`src/rtl/serial_addsub_pkg.sv`:
```
// rtl/serial_addsub_pkg.sv - shared types for the bit-serial adder/subtractor
//
// Purpose: sequencer state encoding used by serial_addsub.
// Ports:   none (package).

package serial_addsub_pkg;

  typedef enum logic [1:0] {
    IDLE = 2'd0,
    RUN  = 2'd1,
    DONE = 2'd2
  } state_t;

endpackage

```
`src/rtl/serial_addsub_fa.sv`:
```
// rtl/serial_addsub_fa.sv - one-bit full adder cell
//
// Purpose: single-bit full adder, the only arithmetic element of serial_addsub.
// Ports:
//   a, b  in   addend bits
//   cin   in   carry in
//   sum   out  a ^ b ^ cin
//   cout  out  majority(a, b, cin)

module fa (
  input  logic a,
  input  logic b,
  input  logic cin,
  output logic sum,
  output logic cout
);

  assign sum  = a ^ b ^ cin;
  assign cout = (a & b) | (cin & (a ^ b));

endmodule

```
`src/rtl/serial_addsub.sv`:
```
// rtl/serial_addsub.sv - bit-serial adder/subtractor, one bit per clock, LSB first
//
// Purpose: captures a, b and sub on start, then pushes one bit pair per cycle
//          through a single full adder cell; pulses done for one cycle when
//          the full WIDTH-bit result, carry-out and signed overflow are ready.
// Ports:
//   clk       in   rising-edge clock
//   rst       in   synchronous active-high reset
//   start     in   request, sampled in IDLE or DONE only
//   sub       in   0 = a+b, 1 = a-b (captured with start)
//   a, b      in   WIDTH-bit operands (captured with start)
//   busy      out  high while bits are processed (RUN)
//   done      out  one-cycle pulse, outputs valid from this cycle
//   result    out  WIDTH-bit sum or difference
//   cout      out  final carry; for subtract 1 = no borrow
//   overflow  out  two's-complement overflow

module serial_addsub
  import serial_addsub_pkg::*;
#(
  parameter int WIDTH = 8
) (
  input  logic             clk,
  input  logic             rst,
  input  logic             start,
  input  logic             sub,
  input  logic [WIDTH-1:0] a,
  input  logic [WIDTH-1:0] b,
  output logic             busy,
  output logic             done,
  output logic [WIDTH-1:0] result,
  output logic             cout,
  output logic             overflow
);

  localparam int CNT_W = (WIDTH > 1) ? $clog2(WIDTH) : 1;
  localparam logic [CNT_W-1:0] CNT_LAST = CNT_W'(WIDTH - 1);

  state_t            state_q, state_d;
  logic [CNT_W-1:0]  cnt_q, cnt_d;
  logic              carry_q, carry_d;
  logic [WIDTH-1:0]  a_sh_q, a_sh_d;
  logic [WIDTH-1:0]  b_sh_q, b_sh_d;
  logic [WIDTH-1:0]  res_q, res_d;
  logic              cout_q, cout_d;
  logic              ovf_q, ovf_d;

  logic              fa_sum;
  logic              fa_cout;
  logic              capture;
  logic              last_bit;

  fa u_fa (
    .a    (a_sh_q[0]),
    .b    (b_sh_q[0]),
    .cin  (carry_q),
    .sum  (fa_sum),
    .cout (fa_cout)
  );

  // A new operation may only be accepted when nothing is in flight.
  assign capture  = start && (state_q == IDLE || state_q == DONE);
  assign last_bit = (state_q == RUN) && (cnt_q == CNT_LAST);

  // State register
  always_ff @(posedge clk) begin
    if (rst) begin
      state_q <= IDLE;
    end else begin
      state_q <= state_d;
    end
  end

  // Next-state logic
  always_comb begin
    state_d = state_q;
    case (state_q)
      IDLE:    if (start) state_d = RUN;
      RUN:     if (cnt_q == CNT_LAST) state_d = DONE;
      DONE:    state_d = start ? RUN : IDLE;
      default: state_d = IDLE;
    endcase
  end

  // Output logic
  always_comb begin
    busy = (state_q == RUN);
    done = (state_q == DONE);
  end

  // Datapath next-value logic
  always_comb begin
    cnt_d   = cnt_q;
    carry_d = carry_q;
    a_sh_d  = a_sh_q;
    b_sh_d  = b_sh_q;
    res_d   = res_q;
    cout_d  = cout_q;
    ovf_d   = ovf_q;

    if (capture) begin
      // Subtraction is a + ~b + 1: invert b and seed the carry with sub.
      a_sh_d  = a;
      b_sh_d  = b ^ {WIDTH{sub}};
      carry_d = sub;
      cnt_d   = '0;
    end else if (state_q == RUN) begin
      // Sum bits enter at the MSB so the word is aligned after WIDTH shifts.
      res_d   = {fa_sum, res_q[WIDTH-1:1]};
      carry_d = fa_cout;
      a_sh_d  = a_sh_q >> 1;
      b_sh_d  = b_sh_q >> 1;
      cnt_d   = cnt_q + CNT_W'(1);
      if (last_bit) begin
        cout_d = fa_cout;
        // Carry into the MSB differs from carry out of it on signed overflow.
        ovf_d  = carry_q ^ fa_cout;
      end
    end
  end

  // Datapath registers
  always_ff @(posedge clk) begin
    if (rst) begin
      cnt_q   <= '0;
      carry_q <= 1'b0;
      a_sh_q  <= '0;
      b_sh_q  <= '0;
      res_q   <= '0;
      cout_q  <= 1'b0;
      ovf_q   <= 1'b0;
    end else begin
      cnt_q   <= cnt_d;
      carry_q <= carry_d;
      a_sh_q  <= a_sh_d;
      b_sh_q  <= b_sh_d;
      res_q   <= res_d;
      cout_q  <= cout_d;
      ovf_q   <= ovf_d;
    end
  end

  assign result   = res_q;
  assign cout     = cout_q;
  assign overflow = ovf_q;

endmodule

```
`config.mk`:
```
export PLATFORM = sky130hd
export DESIGN_NAME = serial_addsub
export DESIGN_NICKNAME = d
export VERILOG_FILES = /design/src/rtl/serial_addsub_pkg.sv /design/src/rtl/serial_addsub_fa.sv /design/src/rtl/serial_addsub.sv
export SDC_FILE = /design/constraint.sdc
export NUM_CORES = 1
export LEC_CHECK = 0
export ABC_AREA = 1
export CORE_MARGIN = 3
export CORE_UTILIZATION = 25
export DETAILED_ROUTE_END_ITERATION = 8
export GPL_ROUTABILITY_DRIVEN = 0
export SYNTH_ARGS = -nofsm -noshare
export SYNTH_HDL_FRONTEND = slang
export SYNTH_SLANG_ARGS = --single-unit
```
`constraint.sdc`:
```
create_clock -name clk -period 1.98 [get_ports clk]
set_input_delay 0.396 -clock clk [delete_from_list [all_inputs] [get_ports clk]]
set_output_delay 0.396 -clock clk [all_outputs]
set_load 0.005 [all_outputs]
```
==> flow_summary.html <==
<table>
<tr><th>Metric</th><th>Value</th></tr>
<tr><th colspan="2">Floorplanning</th></tr>
<tr><td>Initial standard-cell utilization of the core</td><td>0.261</td></tr>
<tr><td>Area inside the core boundary</td><td>0.00557 mm²</td></tr>
<tr><td>DIE AREA</td><td>0.00676 mm²</td></tr>
<tr><td>Number of placed I/O pins</td><td>32</td></tr>
<tr><td>Die span in y</td><td>82.2 µm</td></tr>
<tr><td>Die X</td><td>82.2 µm</td></tr>
<tr><td>Site Rows</td><td>27</td></tr>
<tr><th colspan="2">Routing</th></tr>
<tr><td>Count of antenna-violating nets left after detailed routing</td><td>0</td></tr>
<tr><td>Average wire per cell in the routed design</td><td>10.5 µm</td></tr>
<tr><td>Number of vias after detailed routing</td><td>1360</td></tr>
<tr><td>Count of TritonRoute iterations in the first routing pass</td><td>4</td></tr>
<tr><td>Mean number of vias per cell</td><td>4.25</td></tr>
<tr><td>Final wirelength</td><td>3350 µm</td></tr>
<tr><td>Drt drc</td><td>0</td></tr>
<tr><td>Initial drt markers</td><td>68</td></tr>
<tr><th colspan="2">Yosys</th></tr>
<tr><td>Synthesized-area fraction occupied by and/or/nand/nor cells</td><td>0.321</td></tr>
<tr><td>Multiplexer fraction of the synthesized cell area</td><td>0</td></tr>
<tr><td>Netlist cell types</td><td>23</td></tr>
<tr><td>Count of synthesis-stage warnings from yosys</td><td>0</td></tr>
<tr><td>Combined area of all synthesized cells</td><td>0.00145 mm²</td></tr>
<tr><td>Compound-cell area share of the yosys netlist</td><td>0.0999</td></tr>
<tr><td>Top_reg_cell synth</td><td>sky130_fd_sc_hd__dfxtp_1</td></tr>
<tr><td>Combinational family with the most area after synthesis</td><td>simple AND/OR/NAND/NOR gates</td></tr>
<tr><td>Number of enable-type register cells in the synthesized netlist</td><td>0</td></tr>
<tr><td>Cells taking the most area after synthesis</td><td>sky130_fd_sc_hd__dfxtp_1 (44%), sky130_fd_sc_hd__nand2_1 (12%), sky130_fd_sc_hd__nor2_1 (10%)</td></tr>
<tr><td>Share of flip-flops with an asynchronous set or reset after synthesis</td><td>0</td></tr>
<tr><td>Flip-flop and latch count after synthesis</td><td>32</td></tr>
<tr><td>Synthesized-area fraction occupied by adder cells</td><td>0.0310</td></tr>
<tr><td>Instance count of the mapped netlist</td><td>208</td></tr>
<tr><td>Share of Yosys cell area claimed by the top area cell type</td><td>0.441</td></tr>
<tr><td>Largest area contributor in the synthesized netlist</td><td>sky130_fd_sc_hd__dfxtp_1</td></tr>
<tr><td>Synthesized Nets</td><td>231</td></tr>
<tr><td>Most common cell in the synthesized netlist</td><td>sky130_fd_sc_hd__nand2_1</td></tr>
<tr><td>Fraction of the yosys area taken by sequential cells</td><td>0.441</td></tr>
<tr><td>Mean post-synth cell area</td><td>6.98 µm²</td></tr>
<tr><td>Post-synth top cells</td><td>sky130_fd_sc_hd__nand2_1 (45), sky130_fd_sc_hd__nor2_1 (39), sky130_fd_sc_hd__dfxtp_1 (32)</td></tr>
<tr><td>Parity-gate share of the synthesized area counting xor and xnor cells</td><td>0.0121</td></tr>
<tr><th colspan="2">Setup path</th></tr>
<tr><td>Reg-to-reg critical path endpoint</td><td>overflow</td></tr>
<tr><td>Register-to-Register Path Depth</td><td>4</td></tr>
<tr><td>Buffer and inverter count on the worst path</td><td>2</td></tr>
<tr><td>Capturing element type of the critical path</td><td>primary output</td></tr>
<tr><td>Data arrival at the endpoint of the critical path</td><td>1.44 ns</td></tr>
<tr><td>Slowest CP cell</td><td>sky130_fd_sc_hd__clkdlybuf4s50_1</td></tr>
<tr><td>Critical register-to-register path startpoint</td><td>carry_q</td></tr>
<tr><td>Critical Path Source Type</td><td>flop</td></tr>
<tr><td>Highest fanout seen on the critical path</td><td>4</td></tr>
<tr><td>Setup slack of the worst register-to-register path</td><td>0.68 ns</td></tr>
<tr><td>Kind of cell with the highest combined delay on the critical path</td><td>buffers and inverters</td></tr>
<tr><td>Critical path start-end classification</td><td>reg2out</td></tr>
<tr><td>Sequence of cells on the critical path</td><td>inv_2 -&gt; nor2_4 -&gt; clkdlybuf4s50_1</td></tr>
<tr><td>Crit path required time</td><td>1.58 ns</td></tr>
<tr><td>Crit-path max cell delay</td><td>0.52 ns</td></tr>
<tr><th colspan="2">Hold path</th></tr>
<tr><td>End point of the most critical hold path</td><td>b_sh_q[7]</td></tr>
<tr><td>Number of stages on the worst hold path</td><td>2</td></tr>
<tr><td>Classification of the worst-slack hold path</td><td>reg2reg</td></tr>
<tr><td>Startpoint of the most critical hold path</td><td>b_sh_q[7]</td></tr>
<tr><th colspan="2">Timing</th></tr>
<tr><td>Part of the cycle the worst path needs</td><td>0.927</td></tr>
<tr><td>Clock tree skew after final layout</td><td>0.00351 ns</td></tr>
<tr><td>Number of hold violations in the final report</td><td>0</td></tr>
<tr><td>Highest achievable clock rate</td><td>0.545 GHz</td></tr>
<tr><td>Minimum clock period after layout</td><td>1.84 ns</td></tr>
<tr><td>Actual slew at the worst max-slew pin</td><td>0.239 ns</td></tr>
<tr><td>Total count of max-transition violations in the final report</td><td>0</td></tr>
<tr><td>Sum of negative setup slack</td><td>0 ns</td></tr>
<tr><td>Final number of setup-violating endpoints</td><td>0</td></tr>
<tr><td>RSZ-0062 raised after global routing</td><td>no</td></tr>
<tr><td>Remaining max-slew budget at the tightest pin</td><td>0.841</td></tr>
<tr><th colspan="2">Power</th></tr>
<tr><td>Leakage dissipation</td><td>0.902 nW</td></tr>
<tr><td>Combinational share of power</td><td>0.182</td></tr>
<tr><td>Overall power</td><td>1.51 mW</td></tr>
<tr><td>Switching part of the total power</td><td>0.266</td></tr>
<tr><td>Sequential Power Share</td><td>0.480</td></tr>
<tr><td>Pwr per Cell Area</td><td>764 mW/mm²</td></tr>
<tr><td>Internal Dissipation</td><td>1.11 mW</td></tr>
<tr><td>Max IR drop VDD</td><td>0.000317 V</td></tr>
<tr><td>Clock network fraction of design power</td><td>0.338</td></tr>
<tr><td>Switching component of the power</td><td>0.401 mW</td></tr>
<tr><th colspan="2">Layout</th></tr>
<tr><td>Share of post-route cells with drive strength above 1</td><td>0.0927</td></tr>
<tr><td>Count of non-filler cells in the finished layout</td><td>320</td></tr>
<tr><td>Share of the core filled with cells in the final layout</td><td>0.354</td></tr>
<tr><td>Area added between synthesis and finish</td><td>35.9%</td></tr>
<tr><td>Antenna diodes</td><td>0</td></tr>
<tr><td>Number of nets in the final layout</td><td>270</td></tr>
<tr><th colspan="2">Job</th></tr>
<tr><td>Max_cap viols</td><td>0</td></tr>
<tr><th colspan="2">Global route</th></tr>
<tr><td>Global route overflow</td><td>0</td></tr>
<tr><td>Via count of the first global-routing pass</td><td>1286</td></tr>
<tr><td>Antenna violations before repair</td><td>0</td></tr>
<tr><td>Pin count of the biggest net entering global routing</td><td>25</td></tr>
<tr><td>Global-route wire length before repair</td><td>5670 µm</td></tr>
<tr><td>Global-route usage over all layers</td><td>0.110</td></tr>
<tr><th colspan="2">CTS</th></tr>
<tr><td>Post-CTS clock slew at the launch and capture registers of the worst setup and hold paths</td><td>0.07 ns</td></tr>
<tr><td>Post-cts sizing count</td><td>0</td></tr>
<tr><td># H-tree levels</td><td>2</td></tr>
<tr><td>Total number of clock tree sinks</td><td>32</td></tr>
<tr><td>Inserted Clock Buffers</td><td>5</td></tr>
<tr><td>CTS tree</td><td>done</td></tr>
<tr><td>Maximum root-to-sink buffer count</td><td>2</td></tr>
<tr><td>Post-CTS Repair Setup Buffers</td><td>0</td></tr>
<tr><td>Root buffer cell</td><td>sky130_fd_sc_hd__clkbuf_8</td></tr>
<tr><td># hold bufs at CTS</td><td>0</td></tr>
<tr><td>Clk_lat worst skew</td><td>0.27 ns</td></tr>
<tr><th colspan="2">Run status</th></tr>
<tr><td>Result of the run</td><td>completed</td></tr>
<tr><th colspan="2">Place</th></tr>
<tr><td>Detail Placement HPWL</td><td>2410 µm</td></tr>
<tr><td>Number of placed instances with taps included</td><td>312</td></tr>
<tr><td>Count of port buffers added during placement</td><td>31</td></tr>
</table>
-- worst max-delay path by stage --
stage | slack [ns] | cells after the start | start | end
floorplan | 0.77 | 4 | carry_q | overflow
CTS | 0.12 | 3 | state_q[0] | busy
global placement | 0.39 | 5 | start | a_sh_q[6]
global route | 0.06 | 3 | state_q[0] | busy
finish | 0.14 | 3 | state_q[0] | busy
detailed placement | 0.32 | 6 | start | a_sh_q[2]
-- kinds of logic (layout without fill, tap and decap cells) --
group | Yosys count | count (layout)
AOI/OAI and AO/OA | 29 | 29
xor gates and xnor gates | 2 | 2
adders and majority gates | 3 | 3
buffers and inverters | 31 | 71
DFF | 32 | 32
and+or+nand+nor | 111 | 111
-- layout make-up --
type                    count  area, µm²
fillers                   601       3600
multi-input cells         145        674
flip-flops and latches     32        641
repair buffers             40        390
well taps                  72       90.1
inverters                  23       86.3
clock buffers               6       82.6
clock inverters             2       10.0
-- layout by cell type, fill, tap and decap left out --
| cell | n |
|---|---|
| sky130_fd_sc_hd__inv_1 | 22 |
| sky130_fd_sc_hd__xor2_1 | 2 |
| sky130_fd_sc_hd__clkbuf_8 | 6 |
| sky130_fd_sc_hd__nand3_1 | 15 |
| sky130_fd_sc_hd__o21ai_1 | 4 |
| sky130_fd_sc_hd__nor2_1 | 39 |
| sky130_fd_sc_hd__nand2_4 | 1 |
| sky130_fd_sc_hd__buf_12 | 1 |
| sky130_fd_sc_hd__nor3_1 | 7 |
| sky130_fd_sc_hd__a21oi_1 | 8 |
| sky130_fd_sc_hd__dfxtp_1 | 32 |
| sky130_fd_sc_hd__clkinv_2 | 2 |
| sky130_fd_sc_hd__fa_1 | 1 |
| sky130_fd_sc_hd__or2_2 | 1 |
| sky130_fd_sc_hd__buf_4 | 8 |
| sky130_fd_sc_hd__nor2_4 | 1 |
| sky130_fd_sc_hd__clkdlybuf4s50_1 | 31 |
| sky130_fd_sc_hd__inv_2 | 1 |
| sky130_fd_sc_hd__nand2_2 | 1 |
| sky130_fd_sc_hd__nand2_1 | 45 |
| sky130_fd_sc_hd__nor2_2 | 1 |
| sky130_fd_sc_hd__o21ai_0 | 17 |
| sky130_fd_sc_hd__ha_1 | 2 |
-- per-stage QoR --
stage	setup slack [ns]	area [µm²]	hold WS [ns]
global route	0.0636	1970	0.484
floorplan	0.772	1450	0.433
CTS	0.115	1970	0.464
finish	0.145	1970	0.464
detailed placement	0.324	1880	0.455
global placement	0.389	1880	0.452
-- worst register-to-register path, cell delays in order, from the launching register on --
cell	delay, ns
sky130_fd_sc_hd__dfxtp_1	0.35
sky130_fd_sc_hd__fa_1	0.49
sky130_fd_sc_hd__xor2_1	0.19
sky130_fd_sc_hd__nor2_1	0.12
sky130_fd_sc_hd__nor2_1	0.05
-- state kept, by name (all words and copies together) (netlist names) --
name	count
cout	1
overflow	1
carry_q	1
cnt_q	3
state_q	2
b_sh_q	8
result	8
a_sh_q	8
-- metal layers --
metal | vias to the layer above | wire (µm) | track usage
met4 | 0 | 8 | 0.0299
met5 | - | 0 | 0
met1 | 603 | 1670 | 0.138
met2 | 27 | 1480 | 0.178
met3 | 2 | 184 | 0.0369
li1 | 728 | - | -
-- power groups by stage --
stage          clock network [mW]  logic (mW)  registers, mW
5_1_grt                     0.555       0.316          0.730
3_3_place_gp                    0       0.274          0.739
4_1_cts                     0.530       0.279          0.725
3_5_place_dp                    0       0.277          0.739
2_1_floorplan                   0       0.157          0.734
6_report                    0.510       0.274          0.725
Note: power is estimated with default switching activity, not from simulation.
